## config.mk

```make
export PLATFORM = sky130hd
export DESIGN_NAME = tanimoto_run_ctrl
export DESIGN_NICKNAME = d
export VERILOG_FILES = /design/src/rtl/tanimoto_run_ctrl.sv
export SDC_FILE = /design/constraint.sdc
export NUM_CORES = 1
export LEC_CHECK = 0
export BUFFER_PORTS_ARGS = -buffer_cell sky130_fd_sc_hd__clkbuf_2
export CAP_MARGIN = 10
export CORE_AREA = 10 10 107 109
export DETAILED_ROUTE_END_ITERATION = 16
export DIE_AREA = 0 0 117 119
export GPL_ROUTABILITY_DRIVEN = 0
export GPL_TIMING_DRIVEN = 0
export PLACE_DENSITY = 0.64
export SLEW_MARGIN = 25
export SYNTH_ARGS = -nofsm -noshare
export SYNTH_HDL_FRONTEND = slang
export SYNTH_SLANG_ARGS = --single-unit
```

## constraint.sdc

```tcl
create_clock -name clk -period 4.2 [get_ports clk]
set_clock_uncertainty 0.1 [all_clocks]
set_input_delay 0.21 -clock clk [delete_from_list [all_inputs] [get_ports clk]]
set_output_delay 0.21 -clock clk [all_outputs]
set_load 0.01 [all_outputs]
```

## src/rtl/tanimoto_run_ctrl.sv

```systemverilog
// tanimoto_run_ctrl
// Sequences one tanimoto_top run:
//   1. stream the per-popcount threshold table into the BRAM (addresses 0..VECTOR_WIDTH-1),
//   2. program the compare-vector count (valid/wack handshake),
//   3. gate exactly (SHR_DEPTH + CmpVectorNo) * SUB_VECTOR_NO beats from the vector FIFO,
//   4. wait for the last ID pair (or time out), then pulse o_Done.
// Ports:
//   clk, rst                    clock, async active-high reset
//   i_Start, i_CmpVectorNo      run request (sampled in IDLE) and its compare count
//   i_ThrData/Valid, o_ThrReady threshold table stream
//   o_BRAM_*                    registered BRAM write port toward tanimoto_top
//   o_CmpVectorNo/Valid, i_CmpVectorNoWack  compare-count programming
//   i_SrcEmpty, o_SrcRead       vector FIFO side
//   o_DutValid, i_DutRead       datapath beat handshake
//   i_IDPairReady/Read/Last     result stream monitor
//   o_Busy, o_Done, o_Error     run status (o_Error sticky until next start)
module tanimoto_run_ctrl #(
    parameter int VECTOR_WIDTH  = 920,
    parameter int SUB_VECTOR_NO = 2,
    parameter int SHR_DEPTH     = 8,
    parameter int VEC_ID_WIDTH  = $clog2(VECTOR_WIDTH),
    parameter int CNT_WIDTH     = $clog2(VECTOR_WIDTH),
    parameter int BEAT_WIDTH    = VEC_ID_WIDTH + $clog2(SUB_VECTOR_NO) + 1,
    parameter int TIMEOUT       = 4096
) (
    input  logic                    clk,
    input  logic                    rst,
    input  logic                    i_Start,
    input  logic [VEC_ID_WIDTH-1:0] i_CmpVectorNo,
    input  logic [CNT_WIDTH:0]      i_ThrData,
    input  logic                    i_ThrValid,
    output logic                    o_ThrReady,
    output logic [CNT_WIDTH-1:0]    o_BRAM_Addr,
    output logic [CNT_WIDTH:0]      o_BRAM_Din,
    output logic                    o_BRAM_En,
    output logic                    o_BRAM_WrEn,
    output logic [VEC_ID_WIDTH-1:0] o_CmpVectorNo,
    output logic                    o_CmpVectorNoValid,
    input  logic                    i_CmpVectorNoWack,
    input  logic                    i_SrcEmpty,
    output logic                    o_SrcRead,
    output logic                    o_DutValid,
    input  logic                    i_DutRead,
    input  logic                    i_IDPairReady,
    input  logic                    i_IDPairRead,
    input  logic                    i_IDPairLast,
    output logic                    o_Busy,
    output logic                    o_Done,
    output logic                    o_Error
);

    localparam int IDLE_W = $clog2(TIMEOUT + 1);

    typedef enum logic [2:0] {
        S_IDLE, S_LOAD_THR, S_SET_CMPNO, S_STREAM, S_DRAIN, S_DONE
    } state_t;

    state_t state, state_nxt;

    logic [VEC_ID_WIDTH-1:0] cmp_no;
    logic [BEAT_WIDTH-1:0]   total;
    logic [BEAT_WIDTH-1:0]   beat_cnt;
    logic [CNT_WIDTH-1:0]    addr_cnt;
    logic [IDLE_W-1:0]       idle_cnt;
    logic                    last_seen;
    logic                    error_q;
    logic                    bram_en_q;
    logic [CNT_WIDTH-1:0]    bram_addr_q;
    logic [CNT_WIDTH:0]      bram_din_q;

    logic thr_hs, thr_last, src_rd, beat_last, id_hs, id_last, idle_expire;

    assign thr_hs      = (state == S_LOAD_THR) & i_ThrValid;
    assign thr_last    = thr_hs & (addr_cnt == CNT_WIDTH'(VECTOR_WIDTH - 1));
    assign src_rd      = (state == S_STREAM) & i_DutRead & ~i_SrcEmpty;
    assign beat_last   = src_rd & ((beat_cnt + BEAT_WIDTH'(1)) == total);
    assign id_hs       = i_IDPairReady & i_IDPairRead;
    assign id_last     = id_hs & i_IDPairLast;
    // Any ID-pair handshake proves the result stream is alive and restarts the idle count.
    assign idle_expire = ~id_hs & ((idle_cnt + IDLE_W'(1)) == IDLE_W'(TIMEOUT));

    always_ff @(posedge clk or posedge rst) begin
        if (rst) state <= S_IDLE;
        else     state <= state_nxt;
    end

    always_comb begin
        state_nxt          = state;
        o_ThrReady         = 1'b0;
        o_CmpVectorNoValid = 1'b0;
        o_DutValid         = 1'b0;
        o_SrcRead          = 1'b0;
        o_Done             = 1'b0;
        case (state)
            S_IDLE: begin
                if (i_Start) state_nxt = S_LOAD_THR;
            end
            S_LOAD_THR: begin
                o_ThrReady = 1'b1;
                if (thr_last) state_nxt = S_SET_CMPNO;
            end
            S_SET_CMPNO: begin
                o_CmpVectorNoValid = 1'b1;
                if (i_CmpVectorNoWack) state_nxt = S_STREAM;
            end
            S_STREAM: begin
                o_DutValid = ~i_SrcEmpty;
                o_SrcRead  = src_rd;
                if (beat_last) state_nxt = S_DRAIN;
            end
            S_DRAIN: begin
                // A last handshake seen while streaming lets the drain finish immediately.
                if (last_seen || id_last || idle_expire) state_nxt = S_DONE;
            end
            S_DONE: begin
                o_Done    = 1'b1;
                state_nxt = S_IDLE;
            end
            default: state_nxt = S_IDLE;
        endcase
    end

    always_ff @(posedge clk or posedge rst) begin
        if (rst) begin
            cmp_no    <= '0;
            total     <= '0;
            beat_cnt  <= '0;
            addr_cnt  <= '0;
            idle_cnt  <= '0;
            last_seen <= 1'b0;
            error_q   <= 1'b0;
        end else begin
            case (state)
                S_IDLE: begin
                    if (i_Start) begin
                        cmp_no    <= i_CmpVectorNo;
                        total     <= (BEAT_WIDTH'(SHR_DEPTH) + BEAT_WIDTH'(i_CmpVectorNo))
                                     * BEAT_WIDTH'(SUB_VECTOR_NO);
                        error_q   <= 1'b0;
                        beat_cnt  <= '0;
                        addr_cnt  <= '0;
                        idle_cnt  <= '0;
                        last_seen <= 1'b0;
                    end
                end
                S_LOAD_THR: begin
                    if (thr_hs) addr_cnt <= thr_last ? '0 : addr_cnt + CNT_WIDTH'(1);
                end
                S_STREAM: begin
                    if (src_rd)  beat_cnt  <= beat_cnt + BEAT_WIDTH'(1);
                    if (id_last) last_seen <= 1'b1;
                end
                S_DRAIN: begin
                    idle_cnt <= id_hs ? '0 : idle_cnt + IDLE_W'(1);
                    if (!last_seen && !id_last && idle_expire) error_q <= 1'b1;
                end
                default: ;
            endcase
        end
    end

    // BRAM write port is registered: a handshake shows up as a write one cycle later.
    always_ff @(posedge clk or posedge rst) begin
        if (rst) begin
            bram_en_q   <= 1'b0;
            bram_addr_q <= '0;
            bram_din_q  <= '0;
        end else begin
            bram_en_q <= thr_hs;
            if (thr_hs) begin
                bram_addr_q <= addr_cnt;
                bram_din_q  <= i_ThrData;
            end
        end
    end

    assign o_BRAM_En     = bram_en_q;
    assign o_BRAM_WrEn   = bram_en_q;
    assign o_BRAM_Addr   = bram_addr_q;
    assign o_BRAM_Din    = bram_din_q;
    assign o_CmpVectorNo = cmp_no;
    assign o_Busy        = (state != S_IDLE);
    assign o_Error       = error_q;

endmodule
```

# --- After elaboration in Yosys (flattened, before gate mapping) ---
# Cells that the tools add are included.
# Widths: inputs -> output; s select.
classes:
  eq_ne: 17
  mux: 26
  bitwise: 10
  add_sub_neg: 4
  n_reduce_logical: 18
ops:
  columns: ["op", "n"]
  rows:
  - ["$mux 10", 3]
  - ["$mux 13", 2]
  - ["$pmux 13 s2", 1]
  - ["$mux 12", 2]
  - ["$pmux 12 s2", 1]
  - ["$pmux 10 s2", 1]
  - ["$ne 2x2->1 const B", 9]
  - ["$mux 3", 5]
  - ["$pmux 3 s5", 1]
  - ["$add 13x1->13 const B", 1]
  - ["$eq 13x13->1 const B", 1]
  - ["$add 12x1->12 const B", 1]
  - ["$eq 12x12->1", 1]
  - ["$reduce_and 3->1", 4]
  - ["$add 4x10->11 const A", 1]
  - ["$add 10x1->10 const B", 1]
  - ["$eq 10x10->1 const B", 1]
  - ["$and 1x1->1", 8]
  - ["$mux 1", 8]
  - ["$eq 3x2->1 const B", 2]
  - ["$eq 3x3->1 const B", 2]
  - ["$reduce_bool 2->1", 3]
  - ["$reduce_and 5->1", 1]
  - ["$pmux 1 s2", 2]
  - ["8 further kinds", 13]
word_totals:
  in_bits: 31
  reg_bits: 83
  out_inout_bits: 40

# --- Depth between registers and ports, before layout ---
# Gate-level depths: netlist (run 1).
depth:
  word_depth: 7
  mapped_depth: 8
  ltp_nobuf: 7

# --- Worst setup path before layout (run 1) ---
# No wires, ideal clock.
synth_timing:
  path_kind: "register -> register"
  startpoint: "register beat_cnt[0]"
  endpoint: "register state[0]"
  stages_incl_launch_ff: 8
  t_arrival_ps: 2023
  path_buffers: 0
  path_slack_ps: 1957
  setup_time_ps: 120
  period_less_slack_ps: 2243
  cell_sequence: "dfrtp_1 ha_1 nand3_1 nor3_1 xnor2_1 a21oi_1 or4_4 a31o_1"
synth_between:
  elab_chain_cells: 5
synth_rtl:
  columns: ["item", "line", "source"]
  rows:
  - ["start: declaration", "62", "logic [BEAT_WIDTH-1:0] beat_cnt;"]
  - ["start signal: assignment", "150", "if (src_rd) beat_cnt <= beat_cnt + BEAT_WIDTH'(1);"]
  - ["$add 12x1->12", "76", "assign beat_last = src_rd & ((beat_cnt + BEAT_WIDTH'(1)) == total);"]
  - ["$eq 12x12->1", "76", null]
  - ["$and 1x1->1", "76", null]
  - ["$ne 2x2->1 (no source line)", null, null]
  - ["$reduce_and 5->1 (no source line)", null, null]
  - ["end signal: assignment", "84", "else state <= state_nxt;"]
  - ["end: declaration", "58", "state_t state, state_nxt;"]
# Every way passes these cells.
# A chain may end at the register's enable or synchronous reset.

# --- Final worst setup path (run 1) ---
# Same ends and word-level chain as after synthesis.

==> flow_metrics.py, run 1 <==
metrics = {
    "logic_synthesis": {
        "synth.area.top_cells": "dfrtp_1, nand2_1, o21ai_0",
        "synth_area_per_cell_um2": 9.299,
        "yosys-top-cells-count": "nand2_1, dfrtp_1, o21ai_0, mux2_2, nand3_1",
        "post_synth_fa_ha_maj_area_fraction_pct": 1.212,
        "synthesis_stage_register_bit_count": 80,
        "post_synth_xor_area_fraction_pct": 4.667,
        "synth.most_common_cell": "nand2_1",
        "synth_top_area_cell": "dfrtp_1",
        "postSynthNetCount": 479,
        "ys_types": 51,
        "synthSimpleGateAreaFrac_pct": 22.42,
        "ys_warn_count": 0,
        "synth_ff_type": "dfrtp_1",
        "netlist_instances": 444,
        "synth_compound_gate_area_share_pct": 13.64,
        "postSynth.asyncResetShare_pct": 100.0,
        "post_synth_mux_area_share_pct": 6.242,
        "synth_enable_flop_cells": 0,
        "synthesis.area_mm2": 0.004129,
        "synth.top_cell.area_share_pct": 48.48,
        "synth_sequential_area_ratio_pct": 48.48,
        "main_combinational_cell_family_by_area_after_synthesis": "simple AND/OR/NAND/NOR gates",
    },
    "floorplan": {
        "rows": 36,
        "floorplan.die.height_um": 119,
        "die_w_um": 117,
        "pin_count": 71,
        "die_area_mm2": 0.01392,
        "initial_core_util_pct": 43.65,
        "core_area_mm2": 0.009459,
    },
    "layout": {
        "drive_gt1_share_pct": 24.13,
        "final_nets": 577,
        "diodes": 0,
        "synthesis_to_finish_area_growth_pct": 21.91,
        "post-route-cell-area_mm2": 0.005034,
        "finish.utilization_pct": 53.21,
        "n_fill_cell": 867,
    },
    "worst_setup_path": {
        "worst_setup_path_endpoint": "state[0]",
        "crit_buf_inv": 0,
        "critical_path.startpoint": "beat_cnt[0]",
        "critPathRequiredTime_ps": 4340,
        "critical-path-max-stage-delay_ps": 560,
        "slowest_stage_cell_on_the_critical_path": "or4_4",
        "timing.rr.end": "state[0]",
        "timing.critical_path.max_delay_family": "simple AND/OR/NAND/NOR gates",
        "crit_fanout": 6,
        "path_class": "reg -> reg",
        "critical_path.endpoint_type": "register",
        "crit_chain": "ha_1 > nand3_1 > nor3_1 > xnor2_1 > a21oi_1 > or4_4 > a31o_1",
        "start_kind": "register",
        "crit_cells": 7,
        "worst-endpoint-arrival_ps": 2610,
        "setup.reg_to_reg.worst_slack_ps": 1720,
        "timing.rr.start": "beat_cnt[0]",
        "ff2ff_path_depth": 7,
    },
    "placed_design": {
        "dpl_cell_area_mm2": 0.004652,
        "place.detailed.hpwl_um": 7108,
        "port_buffers": 70,
        "preCtsSetupSlack_ps": 1764,
    },
    "detailed_routing": {
        "drt_pre_antenna_iters": 4,
        "detail_route.wirelength_um": 9816,
        "first_iter_violations": 232,
        "drt-wirelength-per-cell_um": 14.85,
        "post-route-drc-count": 0,
        "detail_route.vias_per_cell": 5.356,
        "drt.antenna.violating_nets": 0,
        "detailroute.via_count": 3540,
    },
    "timing": {
        "hold_viol": 0,
        "achievable-frequency_mhz": 403.4,
        "relSlewSlack_pct": 64.91,
        "grt_setup_unrepaired": "no",
        "final_total_negative_setup_slack_ps": 0,
        "finalHoldWorstSlack_ps": 10.99,
        "period_minus_slack_ps": 2479,
        "finalWorstSetupSlack_ps": 1721,
        "finalCritPeriodShare_pct": 59.02,
        "finalSetupViolations": 0,
        "finalMaxSlewViolations": 0,
        "worst_pin_slew_ps": 522.4,
    },
    "clock_tree": {
        "cts_max_level": 3,
        "clk_transition_reported_paths_ps": 90,
        "worstSkewPairLatency_ps": 350,
        "clkSinkCount": 80,
        "tritoncts.num_buffers": 9,
        "clock-root-buffer": "clkbuf_8",
        "largest_buffer_count_on_any_clock_path": 2,
        "cts_setup_buffers": 0,
        "clock_tree_from_tritoncts": "yes",
    },
    "pwr": {
        "pwr-share-seq_pct": 46.5,
        "power.internal_mw": 1.598,
        "clock_power_share_pct": 27.2,
        "power_leakage_nw": 2.353,
        "comb_power_share_pct": 26.4,
        "worst_ir_drop_vdd_mv": 0.2314,
        "pwr_density_cell_mw_per_mm2": 461.3,
        "total_switching_power_uw": 724.2,
        "power.switching_fraction_pct": 31.19,
    },
    "run": {
        "max_cap_viol_count": 0,
    },
    "grt": {
        "initial_antenna_violation_count": 0,
        "grt_pass1_wl_um": 16770,
        "grt.overflow.total": 0,
        "via_count_of_the_first_global_routing_pass": 3495,
        "grt_max_degree": 55,
        "grtUsageTotal_pct": 14.70,
    },
    "run_status": {
        "result_of_the_run": "finished, final reports clean",
    },
    "hold_path": {
        "hold_class": "in -> reg",
    },
}
-- routing by layer --
| metal | global-route usage, % | up-vias | wire length [um] |
|---|---|---|---|
| met3 | 4.066 | 14 | 715 |
| met4 | 5.796 | 0 | 165 |
| met5 | 0 | - | 0 |
| li1 | - | 1754 | - |
| met1 | 18.81 | 1681 | 4465 |
| met2 | 22.90 | 91 | 4468 |
-- state kept, by name, summed over array words and instances (netlist names) --
name and cells:
last_seen 1, idle_cnt 13, state 3, total 8
addr_cnt 10, o_Error 1, o_BRAM_En 1, o_BRAM_Din 11
o_BRAM_Addr 10, beat_cnt 12, o_CmpVectorNo 10
-- cell type report --
type | count | area [um^2] | area share (%)
Buffer | 24 | 111.4 | 2.212
Clock buffer | 11 | 141.4 | 2.809
Clock inverter | 5 | 80.08 | 1.591
Inverter | 7 | 28.78 | 0.5717
Multi-Input combinational cell | 333 | 1989 | 39.52
Sequential cell | 80 | 2002 | 39.77
Tap cell | 114 | 142.6 | 2.834
Timing Repair Buffer | 87 | 538.0 | 10.69
-- worst register-to-register path, cell delays in order (launching register included) --
cell	delay, ps
dfrtp_1	430
ha_1	260
nand3_1	140
nor3_1	430
xnor2_1	170
a21oi_1	90
or4_4	560
a31o_1	190
-- cell usage in the layout (no fill, tap or decap), types with 6 or more instances in the layout --
master,n
a31oi_1,7
a21oi_1,8
o31ai_1,9
clkbuf_1,16
nor2_1,10
nor3_1,6
nand2_1,99
dfrtp_1,80
nand3_1,17
inv_1,6
and3_1,10
o21ai_0,53
mux2_2,22
clkbuf_8,10
clkbuf_2,71
xnor2_1,14
nand4_1,8
xor2_1,8
or3_1,7
dlygate4sd3_1,16
-- power groups by stage --
stage	registers, mW	clock network [mW]	logic (mW)
after global routing	1.10	0.688	0.694
after floorplan	1.11	0	0.366
after detailed placement	1.09	0	0.611
final	1.08	0.631	0.612
after CTS	1.08	0.651	0.624
after global placement	1.08	0	0.591
-- metrics by stage --
step,cells,total power [mW]
6_report,661,2.322
5_1_grt,661,2.486
4_1_cts,661,2.355
3_5_place_dp,629,1.703
3_3_place_gp,628,1.675
2_1_floorplan,444,1.472
-- how the worst min path moves through the flow --
| stage | startpoint | to | slack, ps | cells after the start |
|---|---|---|---|---|
| detailed placement | rst | beat_cnt[3] | 110 | 2 |
| finish | i_CmpVectorNo[8] | o_CmpVectorNo[8] | 10 | 3 |
| global route | i_CmpVectorNo[8] | o_CmpVectorNo[8] | 10 | 3 |
| floorplan | i_CmpVectorNo[0] | o_CmpVectorNo[0] | 220 | 2 |
| global placement | i_CmpVectorNo[0] | o_CmpVectorNo[0] | 300 | 3 |
| CTS | i_CmpVectorNo[7] | o_CmpVectorNo[7] | 6 | 3 |
-- kinds of logic after synthesis --
kind of cell / after synthesis
flip-flops: 80
multiplexers: 23
adder cells (fa/ha/maj): 4
AND/OR/NAND/NOR: 189
buffers and inverters: 31
XOR/XNOR: 22
AO/OA/AOI/OAI: 95
-- timing repair --
item | in CTS | in global routing
hold buffers | 16 | 0
hold endpoints to repair | 41 | 0
gates resized for setup | 0 | 0
Note: power is estimated with default switching activity, not from simulation.
==> run 2: changes to the inputs <==
--- a/config.mk
+++ b/config.mk
@@ -12,7 +12,7 @@
 export DIE_AREA = 0 0 117 119
 export GPL_ROUTABILITY_DRIVEN = 0
 export GPL_TIMING_DRIVEN = 0
-export PLACE_DENSITY = 0.64
+export PLACE_DENSITY = 0.67
 export SLEW_MARGIN = 25
 export SYNTH_ARGS = -nofsm -noshare
 export SYNTH_HDL_FRONTEND = slang
==> constraint.sdc (replaced) <==
create_clock -name clk -period 2.09 [get_ports clk]
set_clock_uncertainty 0.1 [all_clocks]
set_input_delay 0.1045 -clock clk [delete_from_list [all_inputs] [get_ports clk]]
set_output_delay 0.1045 -clock clk [all_outputs]
set_load 0.01 [all_outputs]
==> run 2 against run 1 <==
  * Sequential share of layout area decreased by 2.4 points
  * Maximum frequency increased by 10%
  * Global-route usage increased by 0.59 points
  * Largest power group unchanged
  * Register-to-register slack got worse by 1900 ps
  * Cell count increased by 3.0%
  * Critical endpoint unchanged
  * Non-clock buffer count increased by 20
  * The run now ends with setup timing left
  * Clock power increased by 93%
  * First-iteration DRC count decreased by 19%
  * Power increased by 110%
  * Via count increased by 5.2%
  * Critical path depth decreased by 1
==> flow_metrics.py, run 2 (same netlist as run 1, synthesis figures left out) <==
metrics = {
    "detailed_routing": {
        "drt-wirelength-per-cell_um": 15.33,
        "post-route-drc-count": 0,
        "first_iter_violations": 189,
        "drt_pre_antenna_iters": 5,
        "detail_route.wirelength_um": 10440,
        "detail_route.vias_per_cell": 5.467,
        "detailroute.via_count": 3723,
        "drt.antenna.violating_nets": 0,
    },
    "timing": {
        "achievable-frequency_mhz": 445.1,
        "finalSetupViolations": 2,
        "hold_viol": 0,
        "relSlewSlack_pct": 61.48,
        "finalWorstSetupSlack_ps": -156.9,
        "period_minus_slack_ps": 2247,
        "finalHoldWorstSlack_ps": 34.84,
        "worst_pin_slew_ps": 576.6,
        "finalMaxSlewViolations": 0,
        "finalCritPeriodShare_pct": 107.5,
        "final_total_negative_setup_slack_ps": -259.8,
        "grt_setup_unrepaired": "yes",
    },
    "clock_tree": {
        "clk_transition_reported_paths_ps": 80,
        "tritoncts.num_buffers": 9,
        "cts_max_level": 3,
        "clkSinkCount": 80,
        "clock_tree_from_tritoncts": "yes",
        "worstSkewPairLatency_ps": 370,
        "largest_buffer_count_on_any_clock_path": 2,
        "clock-root-buffer": "clkbuf_8",
    },
    "worst_setup_path": {
        "crit_fanout": 5,
        "crit_chain": "ha_4 > nand3_4 > or3_1 > a22o_1 > or4_4 > a31o_1",
        "timing.rr.end": "state[0]",
        "ff2ff_path_depth": 6,
        "critical_path.endpoint_type": "register",
        "critPathRequiredTime_ps": 2250,
        "timing.rr.start": "beat_cnt[1]",
        "start_kind": "register",
        "crit_cells": 6,
        "critical-path-max-stage-delay_ps": 540,
        "slowest_stage_cell_on_the_critical_path": "or4_4",
        "timing.critical_path.max_delay_family": "simple AND/OR/NAND/NOR gates",
        "worst_setup_path_endpoint": "state[0]",
        "setup.reg_to_reg.worst_slack_ps": -160,
        "critical_path.startpoint": "beat_cnt[1]",
        "crit_buf_inv": 0,
        "worst-endpoint-arrival_ps": 2410,
        "path_class": "reg -> reg",
    },
    "layout": {
        "sequential_cell_area_mm2": 0.002011,
        "drive_gt1_share_pct": 30.86,
        "multi_input_comb_area_mm2": 0.002141,
        "layout_commonest_cell": "nand2_1",
        "largest_reg_flops": 13,
        "layout.cells.most_common_list": "nand2_1, clkbuf_2, dfrtp_1",
        "top_register": "idle_cnt",
        "synthesis_to_finish_area_growth_pct": 30.18,
        "n_fill_cell": 824,
        "finish.utilization_pct": 56.83,
        "diodes": 0,
        "final_nets": 597,
    },
    "grt": {
        "grt_max_degree": 31,
        "grt_pass1_wl_um": 17360,
        "grtUsageTotal_pct": 15.28,
        "initial_antenna_violation_count": 0,
        "via_count_of_the_first_global_routing_pass": 3626,
        "grt.overflow.total": 0,
    },
    "hold_path": {
        "hold_path_depth": 4,
        "min_from": "i_IDPairRead",
        "hold_class": "in -> reg",
    },
    "floorplan": {
        "core_area_mm2": 0.009459,
        "initial_core_util_pct": 43.65,
        "rows": 36,
        "pin_count": 71,
        "floorplan.die.height_um": 119,
        "die_w_um": 117,
        "die_area_mm2": 0.01392,
    },
    "pwr": {
        "power_leakage_nw": 2.501,
        "pwr_density_cell_mw_per_mm2": 902.8,
        "clock_power_share_pct": 25.2,
        "comb_power_share_pct": 29.7,
        "power.switching_fraction_pct": 32.60,
        "total_switching_power_mw": 1.582,
        "worst_ir_drop_vdd_mv": 0.6203,
        "pwr-share-seq_pct": 45.1,
        "power.internal_mw": 3.271,
    },
    "run": {
        "max_cap_viol_count": 0,
    },
    "placed_design": {
        "place.detailed.hpwl_um": 7126,
        "port_buffers": 70,
    },
    "run_status": {
        "violations_in_the_final_reports": "setup timing",
        "result_of_the_run": "finished, violations left",
    },
}
==> run 2: power by group through the flow <==
stage	combinational (mW)	sequential (mW)	clock, mW
2_1_floorplan	0.752	2.23	0
6_report	1.44	2.19	1.22
3_5_place_dp	1.25	2.20	0
4_1_cts	1.43	2.18	1.24
5_1_grt	1.61	2.24	1.32
3_3_place_gp	1.21	2.19	0
==> run 2: worst min-delay path by stage <==
| stage | slack [ps] | to |
|---|---|---|
| global placement | 200 | o_CmpVectorNo[0] |
| finish | 30 | idle_cnt[4] |
| global route | 60 | idle_cnt[4] |
| CTS | 30 | idle_cnt[4] |
| floorplan | 110 | o_CmpVectorNo[0] |
| detailed placement | 90 | o_BRAM_Addr[3] |
==> run 2: what timing repair did <==
action,CTS,global route
pin swaps,13,11
endpoints found under the setup margin,12,49
setup buffers,13,1
endpoints found under the hold margin,50,0
hold buffers,23,0
cloned,1,0
resized for setup,30,18
==> run 2: stage by stage <==
stage                     power (mW)  instances  cell area [um^2]  setup slack (ps)
after global placement         3.391        628              4652            -172.2
after global routing           5.163        681              5375            -228.6
after floorplan                2.983        444              4159             8.140
final                          4.853        681              5375            -156.9
after CTS                      4.851        681              5325            -76.95
after detailed placement       3.450        630              4692            -188.5
==> run 2: final cells by class <==
| class | instances | area share (%) |
|---|---|---|
| flip-flops and latches | 80 | 37.41 |
| repair buffers | 110 | 13.59 |
| well taps | 114 | 2.654 |
| plain buffers | 21 | 2.118 |
| multi-input cells | 333 | 39.83 |
| clock buffers | 13 | 2.956 |
| clock inverters | 3 | 0.8845 |
| inverters | 7 | 0.5587 |
==> run 2: layer usage <==
metal / part of all wire, % / track usage [%] / wire [um] / vias to the layer above
li1: - / - / - / 1798
met1: 45 / 19.63 / 4727 / 1790
met2: 46 / 23.67 / 4771 / 122
met3: 7.3 / 4.518 / 759 / 13
met4: 1.7 / 5.719 / 179 / 0
met5: 0 / 0 / 0 / -
==> run 2: worst reg2reg max path: cells and delay by family (launching register included) <==
| family | cells | cell delay (ps) |
|---|---|---|
| and+or+nand+nor | 3 | 940 |
| AOI/OAI and AO/OA | 2 | 470 |
| DFF | 1 | 430 |
| adders and majority gates | 1 | 200 |
==> run 3: changes to the inputs <==
--- a/config.mk
+++ b/config.mk
@@ -12,7 +12,7 @@
 export DIE_AREA = 0 0 117 119
 export GPL_ROUTABILITY_DRIVEN = 0
 export GPL_TIMING_DRIVEN = 0
-export PLACE_DENSITY = 0.67
+export PLACE_DENSITY = 0.68
 export SLEW_MARGIN = 25
 export SYNTH_ARGS = -nofsm -noshare
 export SYNTH_HDL_FRONTEND = slang
==> run 3 against run 2 <==
  * The run still ends with setup timing left
  * Worst hold slack got worse by 22 ps
  * Cell count fell by 0.44%
  * Combinational power is essentially flat
  * Largest power group unchanged
  * Highest routed layer unchanged
==> flow_metrics.py, run 3 (same netlist as run 1, synthesis figures left out) <==
metrics = {
    "run_status": {
        "result_of_the_run": "finished, violations left",
        "violations_in_the_final_reports": "setup timing",
    },
    "floorplan": {
        "pin_count": 71,
        "rows": 36,
        "core_area_mm2": 0.009459,
        "floorplan.die.height_um": 119,
        "die_w_um": 117,
        "initial_core_util_pct": 43.65,
        "die_area_mm2": 0.01392,
    },
    "placed_design": {
        "dp.cells": 630,
        "port_buffers": 70,
        "preCtsSetupSlack_ps": -193.9,
        "place.detailed.hpwl_um": 7356,
        "dpl_cell_area_mm2": 0.004692,
    },
    "grt": {
        "grt_pass1_wl_um": 17490,
        "grt_max_degree": 32,
        "grt.overflow.total": 0,
        "initial_antenna_violation_count": 0,
        "via_count_of_the_first_global_routing_pass": 3642,
        "grtUsageTotal_pct": 15.31,
    },
    "clock_tree": {
        "largest_buffer_count_on_any_clock_path": 2,
        "clock-root-buffer": "clkbuf_8",
        "cts_max_level": 3,
        "clock_tree_from_tritoncts": "yes",
        "clk_transition_reported_paths_ps": 80,
        "worstSkewPairLatency_ps": 360,
        "clkSinkCount": 80,
        "tritoncts.num_buffers": 9,
    },
    "timing": {
        "relSlewSlack_pct": 58.47,
        "finalSetupViolations": 2,
        "hold_viol": 0,
        "grt_setup_unrepaired": "yes",
        "period_minus_slack_ps": 2163,
        "achievable-frequency_mhz": 462.3,
        "finalMaxSlewViolations": 0,
        "worst_pin_slew_ps": 621.7,
        "finalWorstSetupSlack_ps": -73.22,
        "finalCritPeriodShare_pct": 103.5,
        "final_total_negative_setup_slack_ps": -94.30,
    },
    "pwr": {
        "comb_power_share_pct": 29.6,
        "fin_total_pwr_mw": 4.773,
        "worst_ir_drop_vdd_mv": 0.5260,
        "power_leakage_nw": 2.490,
        "total_switching_power_mw": 1.552,
        "pwr-share-seq_pct": 45.9,
        "clock_power_share_pct": 24.5,
        "power.switching_fraction_pct": 32.51,
        "power.internal_mw": 3.221,
        "pwr_density_cell_mw_per_mm2": 893.9,
    },
    "layout": {
        "diodes": 0,
        "layout.cells.most_common_list": "nand2_1, clkbuf_2, dfrtp_1",
        "largest_reg_flops": 13,
        "stdcell_count": 678,
        "final_nets": 594,
        "drive_gt1_share_pct": 31.03,
        "post-route-cell-area_mm2": 0.005339,
        "layout_commonest_cell": "nand2_1",
        "top_register": "idle_cnt",
        "synthesis_to_finish_area_growth_pct": 29.30,
    },
    "run": {
        "max_cap_viol_count": 0,
    },
    "worst_setup_path": {
        "critPathRequiredTime_ps": 2240,
        "ff2ff_path_depth": 7,
        "timing.rr.start": "beat_cnt[1]",
        "critical_path.endpoint_type": "register",
        "crit_fanout": 4,
        "setup.reg_to_reg.worst_slack_ps": -70,
        "worst-endpoint-arrival_ps": 2320,
        "timing.rr.end": "state[0]",
        "start_kind": "register",
        "path_class": "reg -> reg",
    },
    "detailed_routing": {
        "drt_pre_antenna_iters": 5,
        "first_iter_violations": 219,
        "detailroute.via_count": 3720,
        "detail_route.wirelength_um": 10370,
        "drt.antenna.violating_nets": 0,
        "detail_route.vias_per_cell": 5.487,
        "drt-wirelength-per-cell_um": 15.29,
        "post-route-drc-count": 0,
    },
    "hold_path": {
        "min_from": "i_Start",
        "hold_class": "in -> reg",
        "hold_path_depth": 4,
        "min_delay_worst_endpoint": "last_seen",
    },
}
[run 3: cell types whose count changed in the layout (fill, tap and decap cells not counted), sizes merged]
cell	before	now
dlygate4sd3	23	22
clkinv	0	2
clkbuf	97	95
buf	24	23
inv	8	7
[run 3: area by class of cell]
cell class,instances,area (um^2)
fill,811,4120
clock inverter,4,52.55
multi-input combinational,333,2131
clock buffer,12,145.1
timing repair buffer,108,713.2
tap,114,142.6
inverter,7,30.03
sequential,80,2009
buffer,20,115.1
[run 3: what timing repair did]
action	4_1_cts	5_1_grt
resized for setup	18	30
hold buffers	22	0
endpoints found under the setup margin	30	52
cloned	1	0
pin swaps	4	6
hold endpoints to repair	52	0
setup buffers	5	8
[run 3: worst max path at each step]
stage / startpoint / endpoint / slack, ps / depth (start not counted)
after CTS: beat_cnt[1] / state[0] / -90 / 7
after global placement: beat_cnt[0] / state[0] / -170 / 7
after detailed placement: beat_cnt[0] / state[0] / -190 / 7
final: beat_cnt[1] / state[0] / -70 / 7
after global routing: beat_cnt[7] / state[0] / -150 / 7
after floorplan: beat_cnt[0] / state[0] / 8 / 7
[run 3: per-layer routing]
layer  vias to the layer above  wire length, um  global-route usage [%]
met3                        19              865                   4.869
met1                      1785             4603                   19.79
li1                       1790                -                       -
met5                         -                0                       0
met2                       126             4743                   23.71
met4                         0              155                   4.946
[run 3: metrics by stage]
step	util (%)	hold WS [ps]
after floorplan	-	109.9
after global placement	49.18	197.6
after detailed placement	49.60	110.5
after CTS	55.07	3.990
after global routing	56.44	17.66
final	56.44	12.53
[run 3: worst max-delay path: stages, from the launching register on]
cell and delay [ps]:
dfrtp_2 450, ha_4 290, xnor2_2 100, nand2_1 90
a311oi_2 210, nand4_1 120, or4_4 510, a31o_1 200
[run 3: power by group through the flow]
stage,Clock (mW),Combinational [mW],Sequential (mW)
after global placement,0,1.21,2.18
after global routing,1.27,1.58,2.24
after CTS,1.19,1.37,2.19
final,1.17,1.41,2.19
after floorplan,0,0.752,2.23
after detailed placement,0,1.26,2.20
